## config.mk

```make
export PLATFORM = sky130hd
export DESIGN_NAME = branch_resolve_queue
export DESIGN_NICKNAME = d
export VERILOG_FILES = /design/src/rtl/branch_resolve_queue_pkg.sv /design/src/rtl/brq_fifo.sv /design/src/rtl/branch_resolve_queue.sv
export SDC_FILE = /design/constraint.sdc
export NUM_CORES = 1
export LEC_CHECK = 0
export CORE_ASPECT_RATIO = 1.2
export CORE_MARGIN = 2
export CORE_UTILIZATION = 45
export CTS_BUF_LIST = sky130_fd_sc_hd__clkbuf_4 sky130_fd_sc_hd__clkbuf_8
export DETAILED_ROUTE_END_ITERATION = 16
export GPL_TIMING_DRIVEN = 0
export PLACE_DENSITY = 0.7
export SETUP_SLACK_MARGIN = 0.1
export SLEW_MARGIN = 10
export SYNTH_ARGS = -nofsm -noshare
export SYNTH_HDL_FRONTEND = slang
export SYNTH_SLANG_ARGS = --single-unit
```

## constraint.sdc

```tcl
create_clock -name clk -period 3.2 [get_ports clk]
set_input_delay 0.32 -clock clk [delete_from_list [all_inputs] [get_ports clk]]
set_output_delay 0.32 -clock clk [all_outputs]
set_load 0.01 [all_outputs]
```

## src/rtl/branch_resolve_queue_pkg.sv

```systemverilog
// Shared definitions for the branch resolve queue: default sizes and the
// in-flight branch record layout, packed MSB-first as {pred, idx, fallthru}.
package branch_resolve_queue_pkg;

    localparam int BRQ_DEPTH_DEFAULT = 4;
    localparam int BRQ_IDX_W         = 3;
    localparam int BRQ_PC_W          = 10;

    typedef struct packed {
        logic                 pred;
        logic [BRQ_IDX_W-1:0] idx;
        logic [BRQ_PC_W-1:0]  fallthru;
    } brq_rec_t;

    // Record width for arbitrary field widths, same packing order as brq_rec_t.
    function automatic int brq_rec_width(input int idx_w, input int pc_w);
        return 1 + idx_w + pc_w;
    endfunction

endpackage

```

## src/rtl/brq_fifo.sv

```systemverilog
// Circular record buffer: push writes at the tail, rdata always shows the head,
// clear empties it synchronously and takes priority over push/pop.
module brq_fifo
    import branch_resolve_queue_pkg::*;
#(
    parameter int W     = brq_rec_width(BRQ_IDX_W, BRQ_PC_W),
    parameter int DEPTH = BRQ_DEPTH_DEFAULT
) (
    input  logic         clk,
    input  logic         rst,
    input  logic         push,
    input  logic         pop,
    input  logic         clear,
    input  logic [W-1:0] wdata,
    output logic [W-1:0] rdata,
    output logic         full,
    output logic         empty
);

    localparam int AW = $clog2(DEPTH);
    localparam int CW = $clog2(DEPTH + 1);

    logic [W-1:0]  mem [DEPTH];
    logic [AW-1:0] head;
    logic [AW-1:0] tail;
    logic [CW-1:0] count;

    // DEPTH is a power of two, so pointers wrap by natural overflow.
    always_ff @(posedge clk or negedge rst) begin
        if (!rst) begin
            head  <= '0;
            tail  <= '0;
            count <= '0;
        end else if (clear) begin
            head  <= '0;
            tail  <= '0;
            count <= '0;
        end else begin
            if (push) tail <= tail + AW'(1);
            if (pop)  head <= head + AW'(1);
            if (push && !pop)      count <= count + CW'(1);
            else if (!push && pop) count <= count - CW'(1);
        end
    end

    always_ff @(posedge clk) begin
        if (push && !clear) mem[tail] <= wdata;
    end

    assign rdata = mem[head];
    assign full  = (count == CW'(DEPTH));
    assign empty = (count == '0);

endmodule

```

## src/rtl/branch_resolve_queue.sv

```systemverilog
// Tracks in-flight predicted branches from fetch to EX, emits predictor
// training updates and front-end redirects on misprediction.
module branch_resolve_queue
    import branch_resolve_queue_pkg::*;
#(
    parameter int GSHARE_BITS_NUM      = BRQ_IDX_W,
    parameter int OPTION_OPERAND_WIDTH = BRQ_PC_W,
    parameter int DEPTH                = BRQ_DEPTH_DEFAULT
) (
    input  logic                            clk,
    input  logic                            rst,
    input  logic                            Branch_F,
    input  logic                            stall_F,
    input  logic                            pred_F,
    input  logic [GSHARE_BITS_NUM-1:0]      idx_F,
    input  logic [OPTION_OPERAND_WIDTH-1:0] fallthru_F,
    input  logic                            Branch_EX,
    input  logic                            taken,
    input  logic [OPTION_OPERAND_WIDTH-1:0] target_EX,
    input  logic                            flush_in,
    output logic                            upd_valid,
    output logic                            upd_taken,
    output logic [GSHARE_BITS_NUM-1:0]      upd_idx,
    output logic                            mispredict,
    output logic [OPTION_OPERAND_WIDTH-1:0] redirect_pc,
    output logic                            full,
    output logic                            empty,
    output logic                            overflow
);

    localparam int REC_W = brq_rec_width(GSHARE_BITS_NUM, OPTION_OPERAND_WIDTH);

    logic [REC_W-1:0]                wrec;
    logic [REC_W-1:0]                hrec;
    logic                            head_pred;
    logic [GSHARE_BITS_NUM-1:0]      head_idx;
    logic [OPTION_OPERAND_WIDTH-1:0] head_fallthru;
    logic                            push;
    logic                            pop;
    logic                            mispredict_now;
    logic                            clear;
    logic                            ovf_set;

    assign wrec = {pred_F, idx_F, fallthru_F};
    assign {head_pred, head_idx, head_fallthru} = hrec;

    assign pop            = Branch_EX && !empty;
    assign mispredict_now = pop && (taken != head_pred);
    assign push           = Branch_F && !stall_F && !full && !flush_in && !mispredict_now;
    assign clear          = flush_in || mispredict_now;
    assign ovf_set        = (Branch_F && !stall_F && full) || (Branch_EX && empty);

    brq_fifo #(
        .W     (REC_W),
        .DEPTH (DEPTH)
    ) u_fifo (
        .clk   (clk),
        .rst   (rst),
        .push  (push),
        .pop   (pop),
        .clear (clear),
        .wdata (wrec),
        .rdata (hrec),
        .full  (full),
        .empty (empty)
    );

    // upd_valid and mispredict are single-cycle strobes with no back-pressure:
    // upd_taken/upd_idx and redirect_pc are meaningful only while their strobe
    // is high and otherwise hold their last value.
    always_ff @(posedge clk or negedge rst) begin
        if (!rst) begin
            upd_valid   <= 1'b0;
            upd_taken   <= 1'b0;
            upd_idx     <= '0;
            mispredict  <= 1'b0;
            redirect_pc <= '0;
            overflow    <= 1'b0;
        end else begin
            upd_valid  <= pop;
            mispredict <= mispredict_now;
            overflow   <= overflow | ovf_set;
            if (pop) begin
                upd_taken <= taken;
                upd_idx   <= head_idx;
            end
            if (mispredict_now) begin
                redirect_pc <= taken ? target_EX : head_fallthru;
            end
        end
    end

endmodule

```

==> impl_metrics.json, run 1 <==
{
  "root_buffer": "clkbuf_8",
  "max_freq_mhz": 387.0,
  "ys_warn_count": 0,
  "synth_area_sq_um": 3378,
  "fin_crit_ps": 2584,
  "cts-resized-gates": 0,
  "antenna_found_initial": 0,
  "drv_slew": 0,
  "max_slew_margin": 0.4295,
  "cap_viol_max_count": 0,
  "synth_top_area_frac": 0.4978,
  "fin_setup_tns_ps": 0,
  "syn_nets": 227,
  "dp.cells": 331,
  "critical-path-top-delay-family": "simple AND/OR/NAND/NOR gates",
  "layout_commonest_cell": "edfxtp_1",
  "via_per_inst": 5.158,
  "mostFrequentLayoutCells": "edfxtp_1, clkdlybuf4s50_1, dfrtp_1",
  "drt_wl_total_um": 5804,
  "syn_inst": 191,
  "cts_setup_buffers": 0,
  "required_ps": 3190,
  "nFillCells": 573,
  "setup_viol": 0,
  "synthSimpleGateAreaFrac": 0.06296,
  "whs_ps": 469.7,
  "tritoncts": "built",
  "coreArea_sq_um": 7274,
  "die_w_um": 83.10,
  "total_leakage_power_nw": 1.526,
  "drc": 0,
  "synth_top_family_by_area": "multiplexers",
  "dp_worst_setup_slack_ps": 564.6,
  "hold_viol_final": 0,
  "worst_path_max_delay_cell": "nor2_2",
  "grt_pass1_vias": 1870,
  "ys.flop_type": "edfxtp_1",
  "crit_buf_inv": 1,
  "final_area_sq_um": 4230,
  "cts.sinks": 80,
  "ys_seq_elements": 80,
  "synth_compound_area_frac": 0.02296,
  "tightestPinTransition_ps": 854.8,
  "start_util": 0.4644,
  "synthArstFlopShare": 0.3000,
  "firstDrtPassIters": 4,
  "rsz0062_at_grt": "false",
  "dieArea_sq_um": 8219,
  "die_h_um": 98.92,
  "status": "finished clean",
  "ys_seq_area_frac": 0.6756,
  "track_usage": 0.1559,
  "fin_ws_ps": 616.0,
  "grt_overflow": 0,
  "dp_hpwl_um": 3908,
  "synth_edf_count": 56,
  "clockBufferDepth": 2,
  "nets": 289,
  "hold_path_class": "in2async",
  "power.total_mw": 3.122,
  "end_kind": "flip-flop",
  "row_count": 34,
  "worstPathCellList": "clkbuf_1, mux4_2, xnor2_2, o21bai_2, nor2_2",
  "clk_latency_ps": 360,
  "critPathMaxStageDelay_ps": 730,
  "io_buffer_count": 49,
  "worstSetupStartpointType": "flip-flop",
  "synth_area_leaders": "edfxtp_1, dfrtp_1, mux4_2",
  "fin_util": 0.5815,
  "grt_pass1_wl_um": 9570,
  "drive_above_1_share": 0.2519,
  "cp_max_fo": 14,
  "critical_path_class": "reg2reg",
  "grt_max_degree": 25,
  "synthDistinctLibCells": 38,
  "vdd_drop_max_mv": 0.4547,
  "cts-hold-fix-buffers": 0,
  "vias": 1795,
  "place.gp.congestion": 0.7209,
  "postSynthAreaPerCell_sq_um": 17.69,
  "antenna_cells": 0,
  "power_density_nw_per_um2": 738.0,
  "synth_top_cell_by_area": "edfxtp_1",
  "first_iter_violations": 112,
  "finClkSkew_ps": 9.992,
  "layout.cells.non_filler": 348,
  "cts_made_buffers": 9,
  "yosys.area_share.adder": 0.02074,
  "cts_htree_levels": 3,
  "placed_cell_area_sq_um": 4006,
  "area_growth_pct": 25.22,
  "synth_mux_area_frac": 0.1796,
  "synth_xor_area_frac": 0.01259,
  "antenna_left": 0,
  "fin_crit_sh": 0.8075,
  "clk_pin_slew_ps": 90,
  "wl_per_cell_um": 16.68,
  "cp.arrival_ps": 2570,
  "io_pins": 50
}
## final timing paths
path | from | end | slack, ps | depth (start not counted)
max reg2reg | u_fifo.head[1] | u_fifo.mem[0][11] | 620 | 5
min | rst | u_fifo.tail[1] | 470 | 2
min reg2reg | upd_taken | upd_taken | 470 | 2
max in group asynchronous | rst | upd_idx[0] | 2360 | 2
min in group clk | upd_taken | upd_taken | 470 | 2
max | u_fifo.head[1] | u_fifo.mem[0][11] | 620 | 5
## worst register-to-register path: stages (launching register included)
cell and delay [ps]:
dfrtp_1 330, clkbuf_1 340, mux4_2 400, xnor2_2 200, o21bai_2 210, nor2_2 730
## metal layers
metal	up-vias	part of all wire	track usage
met3	6	0.042	0.04523
li1	845	-	-
met5	-	0	0
met1	901	0.47	0.2064
met4	0	0.020	0.07566
met2	43	0.47	0.2382
## cell type report
class	count	area, sq um	area share
inverters	6	22.52	0.005324
clock buffers	9	123.9	0.02928
clock inverters	7	95.09	0.02248
multi-input cells	97	1020	0.2411
well taps	90	112.6	0.02662
flip-flops and latches	80	2282	0.5395
repair buffers	51	510.5	0.1207
plain buffers	8	63.81	0.01508
## state kept, by name, indices dropped and copies added (netlist names)
| name | cells |
|---|---|
| overflow | 1 |
| redirect_pc | 10 |
| u_fifo.head | 2 |
| upd_idx | 3 |
| upd_valid | 1 |
| upd_taken | 1 |
| u_fifo.tail | 2 |
| mispredict | 1 |
| u_fifo.count | 3 |
| u_fifo.mem | 56 |
## report_power, final
group          internal, mW  switching [mW]
clock network         0.440           0.378
registers              1.26          0.0848
logic                 0.563           0.397
total                  2.26           0.860
## synth_stat cells, types with 2 or more instances
cell type and instances:
edfxtp_1 56, dfrtp_1 24, nand2_1 20, mux2_2 11
mux2_4 9, mux4_2 8, nor2_1 7, mux4_1 6
inv_1 5, buf_6 4, ha_1 4, a21oi_1 3
nor3_1 3, o21ai_0 3, clkbuf_1 2, nand2b_1 2
nor3b_2 2, xnor2_1 2
## cells by family after synthesis
group | Yosys count
AND/OR/NAND/NOR | 42
AO/OA/AOI/OAI | 11
multiplexers | 35
XOR/XNOR | 4
buffers and inverters | 14
adder cells (fa/ha/maj) | 5
flip-flops | 80
Power figures use the tool's default switching activity.
==> run 2, diff against run 1 <==
--- a/config.mk
+++ b/config.mk
@@ -11,7 +11,7 @@
 export CTS_BUF_LIST = sky130_fd_sc_hd__clkbuf_4 sky130_fd_sc_hd__clkbuf_8
 export DETAILED_ROUTE_END_ITERATION = 16
 export GPL_TIMING_DRIVEN = 0
-export PLACE_DENSITY = 0.7
+export PLACE_DENSITY = 0.73
 export SETUP_SLACK_MARGIN = 0.1
 export SLEW_MARGIN = 10
 export SYNTH_ARGS = -nofsm -noshare
==> constraint.sdc (replaced) <==
create_clock -name clk -period 2.3 [get_ports clk]
set_input_delay 0.23 -clock clk [delete_from_list [all_inputs] [get_ports clk]]
set_output_delay 0.23 -clock clk [all_outputs]
set_load 0.01 [all_outputs]
==> run 2 against run 1 <==
Against the previous run:
- global-route usage grew 0.22 points
- non-clock buffer count rose by 10
- combinational power grew 59%
- flip-flop and latch count unchanged
- setup slack got worse by 420 ps
- first-iteration DRC count shrank 5.4%
==> impl_metrics.json, run 2 (synthesis gave the netlist of run 1 again) <==
{
  "cts.sinks": 80,
  "die_w_um": 83.10,
  "finClkSkew_ps": 9.264,
  "crit_buf_inv": 0,
  "max_freq_mhz": 474.5,
  "status": "finished clean",
  "fin_ws_ps": 192.3,
  "antenna_found_initial": 0,
  "first_iter_violations": 106,
  "cap_viol_max_count": 0,
  "cts_htree_levels": 3,
  "clk_pin_slew_ps": 90,
  "max_slew_margin": 0.6182,
  "power_density_nw_per_um2": 1040,
  "drc": 0,
  "grt_max_degree": 25,
  "power.total_mw": 4.610,
  "worstPathCellList": "nor3b_4, nor4_4, fa_2, or4_4, a21oi_2, nor3b_2",
  "tightestPinTransition_ps": 572.7,
  "setup_viol": 0,
  "antenna_left": 0,
  "dp_worst_setup_slack_ps": -339.3,
  "coreArea_sq_um": 7274,
  "drive_above_1_share": 0.3097,
  "grt_pass1_vias": 1932,
  "regMostFlops": "u_fifo.mem",
  "clockBufferDepth": 2,
  "critical-path-top-delay-family": "simple AND/OR/NAND/NOR gates",
  "area_growth_pct": 31.22,
  "io_buffer_count": 49,
  "layout_commonest_cell": "edfxtp_1",
  "hold_path_class": "in2async",
  "place.gp.congestion": 0.7753,
  "nFillCells": 520,
  "cp_max_fo": 5,
  "end_kind": "flip-flop",
  "start_util": 0.4644,
  "mostFrequentLayoutCells": "edfxtp_1, clkdlybuf4s50_1, dfrtp_1",
  "firstDrtPassIters": 4,
  "vdd_drop_max_mv": 0.5664,
  "critPathMaxStageDelay_ps": 550,
  "nets": 299,
  "required_ps": 2540,
  "grt_pass1_wl_um": 9646,
  "reg_top3": "u_fifo.mem (56), redirect_pc (10)",
  "grt_overflow": 0,
  "hold_viol_final": 0,
  "via_per_inst": 5.196,
  "worst_path_max_delay_cell": "or4_4",
  "largest_register_ff_count": 56,
  "track_usage": 0.1580,
  "io_pins": 50,
  "clk_latency_ps": 360,
  "fin_crit_ps": 2108,
  "worstSetupStartpointType": "flip-flop",
  "rsz0062_at_grt": "false",
  "cp.arrival_ps": 2350,
  "antenna_cells": 0,
  "vias": 1860,
  "die_h_um": 98.92,
  "critical_path_class": "reg2reg",
  "wl_per_cell_um": 17.14,
  "cts_made_buffers": 9,
  "fin_crit_sh": 0.9164,
  "tritoncts": "built",
  "root_buffer": "clkbuf_8",
  "row_count": 34,
  "dp_hpwl_um": 3950,
  "drt_wl_total_um": 6136,
  "total_leakage_power_nw": 1.604,
  "drv_slew": 0,
  "dieArea_sq_um": 8219
}
==> run 2: timing repair <==
item                                    in CTS  in global routing
pin swaps                                    8                  6
hold buffers                                 0                  1
buffers inserted                             9                  3
cloned                                       0                  0
gates resized for setup                     10                  4
endpoints found under the setup margin      64                  2
endpoints found under the hold margin        0                 24
==> run 2: final cells by class <==
type / instances / area (sq um) / area share
flip-flops and latches: 80 / 2285 / 0.5154
multi-input cells: 97 / 1089 / 0.2456
repair buffers: 62 / 635.6 / 0.1434
clock buffers: 9 / 123.9 / 0.02794
well taps: 90 / 112.6 / 0.02540
clock inverters: 7 / 108.9 / 0.02456
plain buffers: 7 / 53.80 / 0.01214
inverters: 6 / 25.02 / 0.005645
==> run 2: per-layer routing <==
metal / wire length (um) / share of wire / track usage / vias to the layer above
li1: - / - / - / 872
met1: 2547 / 0.42 / 0.2010 / 928
met2: 3158 / 0.51 / 0.2500 / 52
met3: 300 / 0.049 / 0.04188 / 8
met4: 130 / 0.021 / 0.08323 / 0
met5: 0 / 0 / 0 / -
==> run 2: power by group <==
part / internal [mW] / switching [mW] / total (mW)
clock network: 0.635 / 0.556 / 1.19
registers: 1.75 / 0.137 / 1.89
logic: 0.897 / 0.631 / 1.53
total: 3.29 / 1.32 / 4.61
==> run 2: per-stage QoR <==
stage | cell area [sq um] | std cells | hold WS [ps] | TNS (ps) | util
2_1_floorplan | 3385 | 191 | -65.59 | -3474 | -
3_3_place_gp | 3988 | 330 | 453.0 | -36600 | 0.5482
3_5_place_dp | 3998 | 330 | 462.5 | -15780 | 0.5495
4_1_cts | 4392 | 355 | 483.0 | 0 | 0.6037
5_1_grt | 4433 | 358 | 457.5 | 0 | 0.6094
6_report | 4433 | 358 | 392.2 | 0 | 0.6094
==> run 2: worst paths after layout <==
kind,start,end,slack [ps],cells past startpoint
worst min register to register,upd_idx[2],upd_idx[2],480,2
max in group asynchronous,rst,u_fifo.count[0],1490,2
worst max register to register,u_fifo.count[0],u_fifo.count[2],190,6
min in group clk,upd_idx[2],upd_idx[2],480,2
worst min-delay path,rst,u_fifo.tail[1],390,2
worst max-delay path,u_fifo.count[0],u_fifo.count[2],190,6
==> run 2: worst register-to-register path, cell delays in order (launching register included) <==
cell and delay (ps):
dfrtp_2 460, nor3b_4 350, nor4_4 80, fa_2 350, or4_4 550, a21oi_2 160, nor3b_2 60
